[config.mk]
export PLATFORM = sky130hd
export DESIGN_NAME = irq_controller
export DESIGN_NICKNAME = d
export VERILOG_FILES = /design/src/rtl/irq_pkg.sv /design/src/rtl/irq_prio_enc.sv /design/src/rtl/irq_controller.sv
export SDC_FILE = /design/constraint.sdc
export NUM_CORES = 1
export LEC_CHECK = 0
export ABC_AREA = 1
export BUFFER_PORTS_ARGS = -buffer_cell sky130_fd_sc_hd__buf_2
export CAP_MARGIN = 20
export CORE_AREA = 4 4 52 54
export DETAILED_ROUTE_END_ITERATION = 16
export DIE_AREA = 0 0 56 58
export PLACE_DENSITY = 0.8
export SETUP_SLACK_MARGIN = 0.5
export SKIP_LAST_GASP = 1
export SYNTH_ARGS = -nofsm -noshare
export SYNTH_HDL_FRONTEND = slang
export SYNTH_HIERARCHICAL = 1
export SYNTH_SLANG_ARGS = --single-unit
[constraint.sdc]
create_clock -name Clock -period 3.6 [get_ports Clock]
set_clock_uncertainty 0.05 [all_clocks]
set_input_delay 0.18 -clock Clock [delete_from_list [all_inputs] [get_ports Clock]]
set_output_delay 0.18 -clock Clock [all_outputs]
set_load 0.05 [all_outputs]
[src/rtl/irq_pkg.sv]
// Shared types and constants for the interrupt controller: FSM states,
// register window indices and the width of a source id.
package irq_pkg;

  typedef enum logic [1:0] {
    IDLE   = 2'd0,
    ACTIVE = 2'd1,
    GAP    = 2'd2
  } irq_state_t;

  localparam logic [1:0] IRQ_PEND   = 2'd0;
  localparam logic [1:0] IRQ_MASK   = 2'd1;
  localparam logic [1:0] IRQ_VECTOR = 2'd2;
  localparam logic [1:0] IRQ_ACK    = 2'd3;

  localparam int IRQ_ID_W = 4;

endpackage

[src/rtl/irq_prio_enc.sv]
// Fixed-priority encoder: reports the lowest set request index and whether
// any request is set. Index 0 has the highest priority.
module irq_prio_enc #(
  parameter int N  = 4,
  parameter int IW = 4
) (
  input  logic [N-1:0]  req,
  output logic [IW-1:0] idx,
  output logic          any
);

  // Scan from the top down so the lowest set index is the one left standing
  always_comb begin
    idx = '0;
    any = 1'b0;
    for (int i = N - 1; i >= 0; i--) begin
      idx = req[i] ? IW'(i) : idx;
      any = any | req[i];
    end
  end

endmodule

[src/rtl/irq_controller.sv]
// Interrupt controller: per-source edge detect, pending and mask registers,
// fixed-priority selection and a non-preemptive nIRQ handshake with the CPU.
module irq_controller
  import irq_pkg::*;
#(
  parameter int NUM_SRC = 4
) (
  input  logic               Clock,
  input  logic               Reset,
  input  logic [NUM_SRC-1:0] Irq,
  input  logic               Sel,
  input  logic               RnW,
  input  logic [1:0]         Addr,
  input  logic [15:0]        WData,
  output logic [15:0]        RData,
  output logic               nIRQ
);

  logic [NUM_SRC-1:0]  irq_q_r;
  logic [NUM_SRC-1:0]  pend_r;
  logic [NUM_SRC-1:0]  mask_r;
  logic [NUM_SRC-1:0]  rise_s;
  logic [NUM_SRC-1:0]  ack_clr_s;
  logic [NUM_SRC-1:0]  elig_s;
  logic [IRQ_ID_W-1:0] insvc_r;
  logic [IRQ_ID_W-1:0] ack_id_s;
  logic [IRQ_ID_W-1:0] enc_idx_s;
  logic                enc_any_s;
  logic                wr_s;
  logic                ack_wr_s;
  logic                ack_svc_s;
  logic                nirq_r;
  logic [15:0]         rdata_s;
  irq_state_t          state_r;

  assign wr_s      = Sel & ~RnW;
  assign ack_wr_s  = wr_s & (Addr == IRQ_ACK);
  assign ack_id_s  = WData[IRQ_ID_W-1:0];
  assign rise_s    = Irq & ~irq_q_r;
  assign elig_s    = pend_r & mask_r;
  assign ack_svc_s = ack_wr_s & (ack_id_s == insvc_r);

  // Decode the ACK id into a one-hot clear; ids beyond NUM_SRC match nothing
  always_comb begin
    ack_clr_s = '0;
    for (int i = 0; i < NUM_SRC; i++) begin
      ack_clr_s[i] = ack_wr_s & (ack_id_s == IRQ_ID_W'(i));
    end
  end

  irq_prio_enc #(
    .N  (NUM_SRC),
    .IW (IRQ_ID_W)
  ) u_prio_enc (
    .req (elig_s),
    .idx (enc_idx_s),
    .any (enc_any_s)
  );

  // Edge history, pending and mask registers; a new edge beats a same-cycle ACK
  always_ff @(posedge Clock or posedge Reset) begin
    if (Reset) begin
      irq_q_r <= '0;
      pend_r  <= '0;
      mask_r  <= '0;
    end else begin
      irq_q_r <= Irq;
      pend_r  <= (pend_r & ~ack_clr_s) | rise_s;
      if (wr_s && (Addr == IRQ_MASK)) begin
        mask_r <= NUM_SRC'(WData);
      end
    end
  end

  // Handshake FSM; GAP forces one visible high cycle between interrupts
  always_ff @(posedge Clock or posedge Reset) begin
    if (Reset) begin
      state_r <= IDLE;
      insvc_r <= '0;
      nirq_r  <= 1'b1;
    end else begin
      case (state_r)
        IDLE: begin
          if (enc_any_s) begin
            insvc_r <= enc_idx_s;
            state_r <= ACTIVE;
            nirq_r  <= 1'b0;
          end
        end
        ACTIVE: begin
          if (ack_svc_s) begin
            state_r <= GAP;
            nirq_r  <= 1'b1;
          end
        end
        GAP: begin
          state_r <= IDLE;
          nirq_r  <= 1'b1;
        end
        default: begin
          state_r <= IDLE;
          nirq_r  <= 1'b1;
        end
      endcase
    end
  end

  // Read mux; the bus sees zero unless a read of this window is in progress
  always_comb begin
    rdata_s = 16'h0000;
    if (Sel & RnW) begin
      case (Addr)
        IRQ_PEND:   rdata_s = 16'(pend_r);
        IRQ_MASK:   rdata_s = 16'(mask_r);
        IRQ_VECTOR: rdata_s = {(state_r == ACTIVE), 11'h000, insvc_r};
        default:    rdata_s = 16'h0000;
      endcase
    end else begin
      rdata_s = 16'h0000;
    end
  end

  assign RData = rdata_s;
  assign nIRQ  = nirq_r;

endmodule

==> results of run 1 <==
[cells by family (layout without fill, tap and decap cells)]
logic type	after synthesis	in the layout	share of synthesized area
flip-flops	19	19	0.438
other	2	13	0.00690
AO/OA/AOI/OAI	16	16	0.0897
multiplexers	1	1	0.0103
XOR/XNOR	1	1	0.00805
buffers and inverters	40	55	0.183
AND/OR/NAND/NOR	70	70	0.264
[layout by cell type (no fill, tap or decap)]
| cell | n |
|---|---|
| a21oi_1 | 3 |
| a21oi_2 | 1 |
| buf_2 | 19 |
| clkbuf_4 | 3 |
| clkinv_2 | 1 |
| conb_1 | 13 |
| dfrtp_1 | 18 |
| dfstp_2 | 1 |
| dlygate4sd3_1 | 5 |
| inv_1 | 27 |
| mux2_2 | 1 |
| nand2_1 | 52 |
| nand2_2 | 1 |
| nand3_1 | 4 |
| nor2_1 | 8 |
| nor2_4 | 1 |
| nor3_1 | 3 |
| nor3_2 | 1 |
| o211ai_1 | 3 |
| o21ai_0 | 4 |
| o21ai_1 | 4 |
| o21bai_2 | 1 |
| xnor2_1 | 1 |
[through the flow]
step / cells / power (W)
floorplan: 160 / 0.000495
finish: 203 / 0.000645
CTS: 203 / 0.000652
global route: 203 / 0.000697
detailed placement: 194 / 0.000540
global placement: 194 / 0.000531
[state kept, by name, summed over array words and instances (netlist names)]
signal / cells
state_r: 2
mask_r: 4
nIRQ: 1
irq_q_r: 4
pend_r: 4
insvc_r: 4
[power by group through the flow]
| stage | combinational (W) | sequential [W] | clock [W] |
|---|---|---|---|
| floorplan | 0.000187 | 0.000308 | 0 |
| global placement | 0.000239 | 0.000293 | 0 |
| detailed placement | 0.000245 | 0.000296 | 0 |
| CTS | 0.000251 | 0.000291 | 0.000110 |
| global route | 0.000279 | 0.000298 | 0.000120 |
| finish | 0.000247 | 0.000291 | 0.000107 |
[layout make-up]
cell class | instances | area share
Inverter | 27 | 0.0817
Multi-Input combinational cell | 101 | 0.366
Tap cell | 28 | 0.0283
Sequential cell | 19 | 0.384
Clock inverter | 1 | 0.00404
Timing Repair Buffer | 24 | 0.117
Clock buffer | 3 | 0.0182
[worst max-delay path, delay by kind of cell, from the launching register on]
| kind | cells | cell delay [ns] |
|---|---|---|
| buffers and inverters | 3 | 0.38 |
| flip-flops | 1 | 0.37 |
| AND/OR/NAND/NOR | 1 | 0.07 |
| AO/OA/AOI/OAI | 1 | 0.18 |
[what timing repair did]
item,4_1_cts,5_1_grt
hold buffers,5,0
endpoints found under the hold margin,22,0
endpoints found under the setup margin,0,0
[worst min path at each step]
stage,startpoint,cells after the start,slack (ns),to
2_1_floorplan,Reset,1,0.08,insvc_r[0]
6_report,WData[1],3,0.1,pend_r[1]
3_3_place_gp,Irq[2],1,0.25,irq_q_r[2]
4_1_cts,WData[1],3,0.1,pend_r[1]
3_5_place_dp,Irq[1],1,0.25,irq_q_r[1]
5_1_grt,WData[1],3,0.10,pend_r[1]
[routing by layer]
layer  vias to the layer above  routed length [um]  GRT usage
li1                        475                   -          -
met1                       421                 890      0.194
met2                        37                 999      0.225
met3                         7                 179     0.0312
met4                         0                  51     0.0712
met5                         -                   0          0
==> qor.yml, run 1 <==
outcome: "completed"
insertion_delay_ns: 0.30
die_y_um: 58
synth_area_leaders: "dfrtp_1, nand2_1, inv_1, buf_4, nor2_1"
vias_per_cell: 4.63
hold_viol: 0
clk_pin_slew_ns: 0.11
post_drt_wl_per_cell_um: 10.4
p_comb_frac: 0.383
cts_sinks: 19
grt_pass1_vias: 893
synth_top_area_frac: 0.414
antenna_found_initial: 0
clkPwrFrac: 0.166
worst_setup_path_start_kind: "register"
dpl_worst_slack_ns: 2.22
cts_tree: "built"
rsz0062_at_grt: "no"
synthCells: 149
p_seq_frac: 0.451
p_leak_nw: 0.709
start_util: 0.492
ys_seq_elements: 19
maxCapViolations: 0
grt_max_degree: 20
hp-class: "input pin to register"
drv_slew: 0
crit_chain: "inv_1 > o211ai_1 > nand2_1 > inv_1 > buf_2"
synthTopCellsByCount: "nand2_1, inv_1, dfrtp_1"
yosysSeqAreaShare: 0.438
worst_pin_slew_ns: 0.710
worstReg2RegEnd: "insvc_r[3]"
path_max_fanout: 3
slowest_stage: "dfrtp_1"
period_share: 0.422
syn_to_final_growth_pct: 13.9
antenna_cells: 0
worstSetupPathType: "register to primary output"
placed_cell_area_um2: 1160
drive_gt1_frac: 0.171
timing.hold.ws_ns: 0.0954
postCtsSetupRepairBufs: 0
p_sw_w: 0.000263
nFillCells: 237
fin_util: 0.561
p_sw_frac: 0.407
cts_resized: 0
drtIter0Drc: 26
ant_nets: 0
num-nets-final: 202
cp_data_required_time_ns: 3.37
synthArstFlopShare: 1.00
dieArea_um2: 3250
die_w_um: 56
rows: 17
reg2reg_from: "pend_r[0]"
track_usage: 0.145
yosysWarnings: 6
wl_um: 2120
cp_common_cell: "inv_1"
powerDensity_nw_per_um2: 520
post-route-drc-count: 0
yosysMostFrequentCell: "nand2_1"
portBuffers: 19
numCtsBuffers: 3
final.min_clock_period_ns: 1.52
endpoint_kind: "primary output"
synth_edf_count: 0
arrival_ns: 1.29
clock_path_buffers: 2
dr_total_vias: 940
multi_input_area_um2: 454
gp_routability_congestion: 0.835
max_clock_freq_mhz: 658
io_pins: 43
ff2ff_setup_slack_ns: 2.30
cts-root-buf: "clkbuf_4"
grt_pass1_wl_um: 3750
setup_ws_ns: 2.08
syn_avg_cell_area_um2: 7.31
yosys.area.top_type: "dfrtp_1"
cp-startpoint: "insvc_r[0]"
slew_headroom: 0.526
grt_overflow: 0
hpwl_um: 1680
drt_first_pass_iters: 4
setup-violations-final: 0
fin_setup_tns_ns: 0
core_area_um2: 2210
slowest_delay_ns: 0.37
ir_worst_vdd_mv: 0.318
fin_area_um2: 1240
p_int_w: 0.000382
seqCellArea_um2: 477
ys_types: 20
synth_area_um2: 1090
cp-endpoint: "RData[0]"
ys.flop_type: "dfrtp_1"
rr_worst_depth: 6
htreeDepth: 1
(Power assumes the default switching activity.)
==> run 2: changes to the inputs <==
Settings changed: CORE_AREA 4 4 52 54 to 4 4 56 58, DIE_AREA 0 0 56 58 to 0 0 60 62, PLACE_DENSITY 0.8 to 0.73.
Clock period 3.6 ns to 1.3 ns, I/O delays scaled along.
==> run 2 against run 1 <==
- the run now ends with negative hold slack, negative setup slack left
- setup slack worse by 2.2 ns
- worst hold slack worse by 0.12 ns
- core utilization is 1.0 points lower
- cell area is 18% higher
- total power grew to 3.3 times the previous value
- critical path type is now register to register
- critical endpoint is now insvc_r[3]
- highest routed layer unchanged
==> qor.yml, run 2 (synthesis gave the netlist of run 1 again) <==
p_seq_frac: 0.391  # -0.060
dr_total_vias: 943  # +0.32%
clkPwrFrac: 0.140  # -0.026
p_sw_frac: 0.411  # +0.00407
drv_slew: 0  # unchanged
cts_hold_buf: 5  # unchanged
grt_max_degree: 20  # unchanged
endpoint_kind: "register"
grt_overflow: 0  # unchanged
insertion_delay_ns: 0.30  # about the same
drtIter0Drc: 21  # -19%
dieArea_um2: 3720  # +15%
hp-class: "input pin to register"
portBuffers: 19  # unchanged
clk_pin_slew_ns: 0.11  # about the same
antenna_found_initial: 0  # unchanged
die_y_um: 62  # +6.9%
rr_worst_depth: 3  # -3
drive_gt1_frac: 0.346  # +0.175
core_area_um2: 2660  # +20%
drt_first_pass_iters: 4  # unchanged
syn_to_final_growth_pct: 34.6
violations: "negative hold slack, negative setup slack"
slew_headroom: 0.663  # +0.137
max_clock_freq_mhz: 722
gp_routability_congestion: 0.818  # -2.0%
post-route-drc-count: 0  # unchanged
grt_pass1_vias: 849  # -4.9%
ant_nets: 0  # unchanged
p_comb_frac: 0.469  # +0.086
hold_viol: 2  # +2
grt_pass1_wl_um: 3650  # -2.6%
worst_setup_path_start_kind: "register"
vias_per_cell: 4.37  # -5.7%
cp_data_required_time_ns: 1.44  # -1.93 ns
outcome: "finished with violations"
track_usage: 0.132  # -0.0133
final.min_clock_period_ns: 1.39
wl_um: 2330  # +9.7%
cts_sinks: 19  # unchanged
worstSetupPathType: "register to register"
arrival_ns: 1.52  # +0.23 ns
p_leak_nw: 0.746  # +5.2%
post_drt_wl_per_cell_um: 10.8  # +3.1%
clock_path_buffers: 2  # unchanged
cts_tree: "built"
setup-violations-final: 5  # +5
antenna_cells: 0  # unchanged
p_sw_w: 0.000868  # +230%
num-nets-final: 212  # +5.0%
setup_ws_ns: -0.0853  # -2.16 ns
die_w_um: 60  # +7.1%
whs_path_depth: 3  # unchanged
rsz0062_at_grt: "yes"
numCtsBuffers: 3  # unchanged
powerDensity_nw_per_um2: 1440  # +180%
io_pins: 43  # unchanged
layout_commonest_cell: "nand2_1"
timing.hold.ws_ns: -0.0230  # -0.118 ns
worst_pin_slew_ns: 0.503  # -0.207 ns
rows: 19  # +2
htreeDepth: 1  # unchanged
dpl_worst_slack_ns: 0.0737  # -2.15 ns
start_util: 0.409  # -0.0832
ir_worst_vdd_mv: 1.15  # +260%
mostFrequentLayoutCells: "nand2_1, inv_1, dfrtp_1"
hpwl_um: 1660  # -1.2%
period_share: 1.07
cts-root-buf: "clkbuf_4"
path_max_fanout: 5  # +2
maxCapViolations: 0  # unchanged
p_int_w: 0.00124  # +230%
run 2: cell type report:
| class | count | area [um^2] |
|---|---|---|
| fillers | 242 | 1200 |
| clock buffers | 4 | 26.3 |
| inverters | 27 | 116 |
| multi-input cells | 102 | 538 |
| well taps | 31 | 38.8 |
| flip-flops and latches | 19 | 477 |
| repair buffers | 33 | 269 |
run 2: per-layer routing:
layer | global-route usage | vias to the layer above | routed length, um
met5 | 0 | - | 0
met4 | 0.0570 | 0 | 42
met3 | 0.0289 | 5 | 143
met2 | 0.201 | 28 | 1080
met1 | 0.182 | 417 | 1060
li1 | - | 493 | -
run 2: stage by stage:
stage | instances | utilization | setup TNS, ns | area, um^2 | power, W
3_5_place_dp | 200 | 0.457 | 0 | 1220 | 0.00154
4_1_cts | 212 | 0.521 | -0.270 | 1390 | 0.00198
2_1_floorplan | 160 | - | 0 | 1160 | 0.00141
6_report | 216 | 0.550 | -0.350 | 1470 | 0.00211
3_3_place_gp | 200 | 0.457 | 0 | 1220 | 0.00152
5_1_grt | 216 | 0.550 | -0.814 | 1470 | 0.00224
run 2: what timing repair did:
action	in CTS	in global routing
pin swaps	5	6
resized for setup	22	14
endpoints found under the hold margin	27	2
setup buffers	2	4
cloned	1	0
endpoints found under the setup margin	14	15
run 2: path summary, 6_finish.rpt:
check	startpoint	endpoint	slack (ns)
max in group asynchronous	Reset	nIRQ	0.67
min reg2reg	irq_q_r[3]	pend_r[3]	0.43
min in group asynchronous	Reset	irq_q_r[1]	0.27
max reg2reg	state_r[0]	insvc_r[3]	-0.09
max	state_r[0]	insvc_r[3]	-0.09
min	WData[1]	pend_r[1]	-0.02
run 2: worst max-delay path, cell delays in order, from the launching register on:
cell and delay, ns:
dfrtp_1 0.40, nor2_1 0.40, nand2_4 0.14, mux2_2 0.29
run 2: power groups by stage:
stage                     registers, W  logic (W)  clock network (W)
after global placement        0.000822   0.000702                  0
final                         0.000825   0.000990           0.000295
after CTS                     0.000822   0.000849           0.000306
after floorplan               0.000863   0.000546                  0
after global routing          0.000842    0.00107           0.000325
after detailed placement      0.000825   0.000710                  0
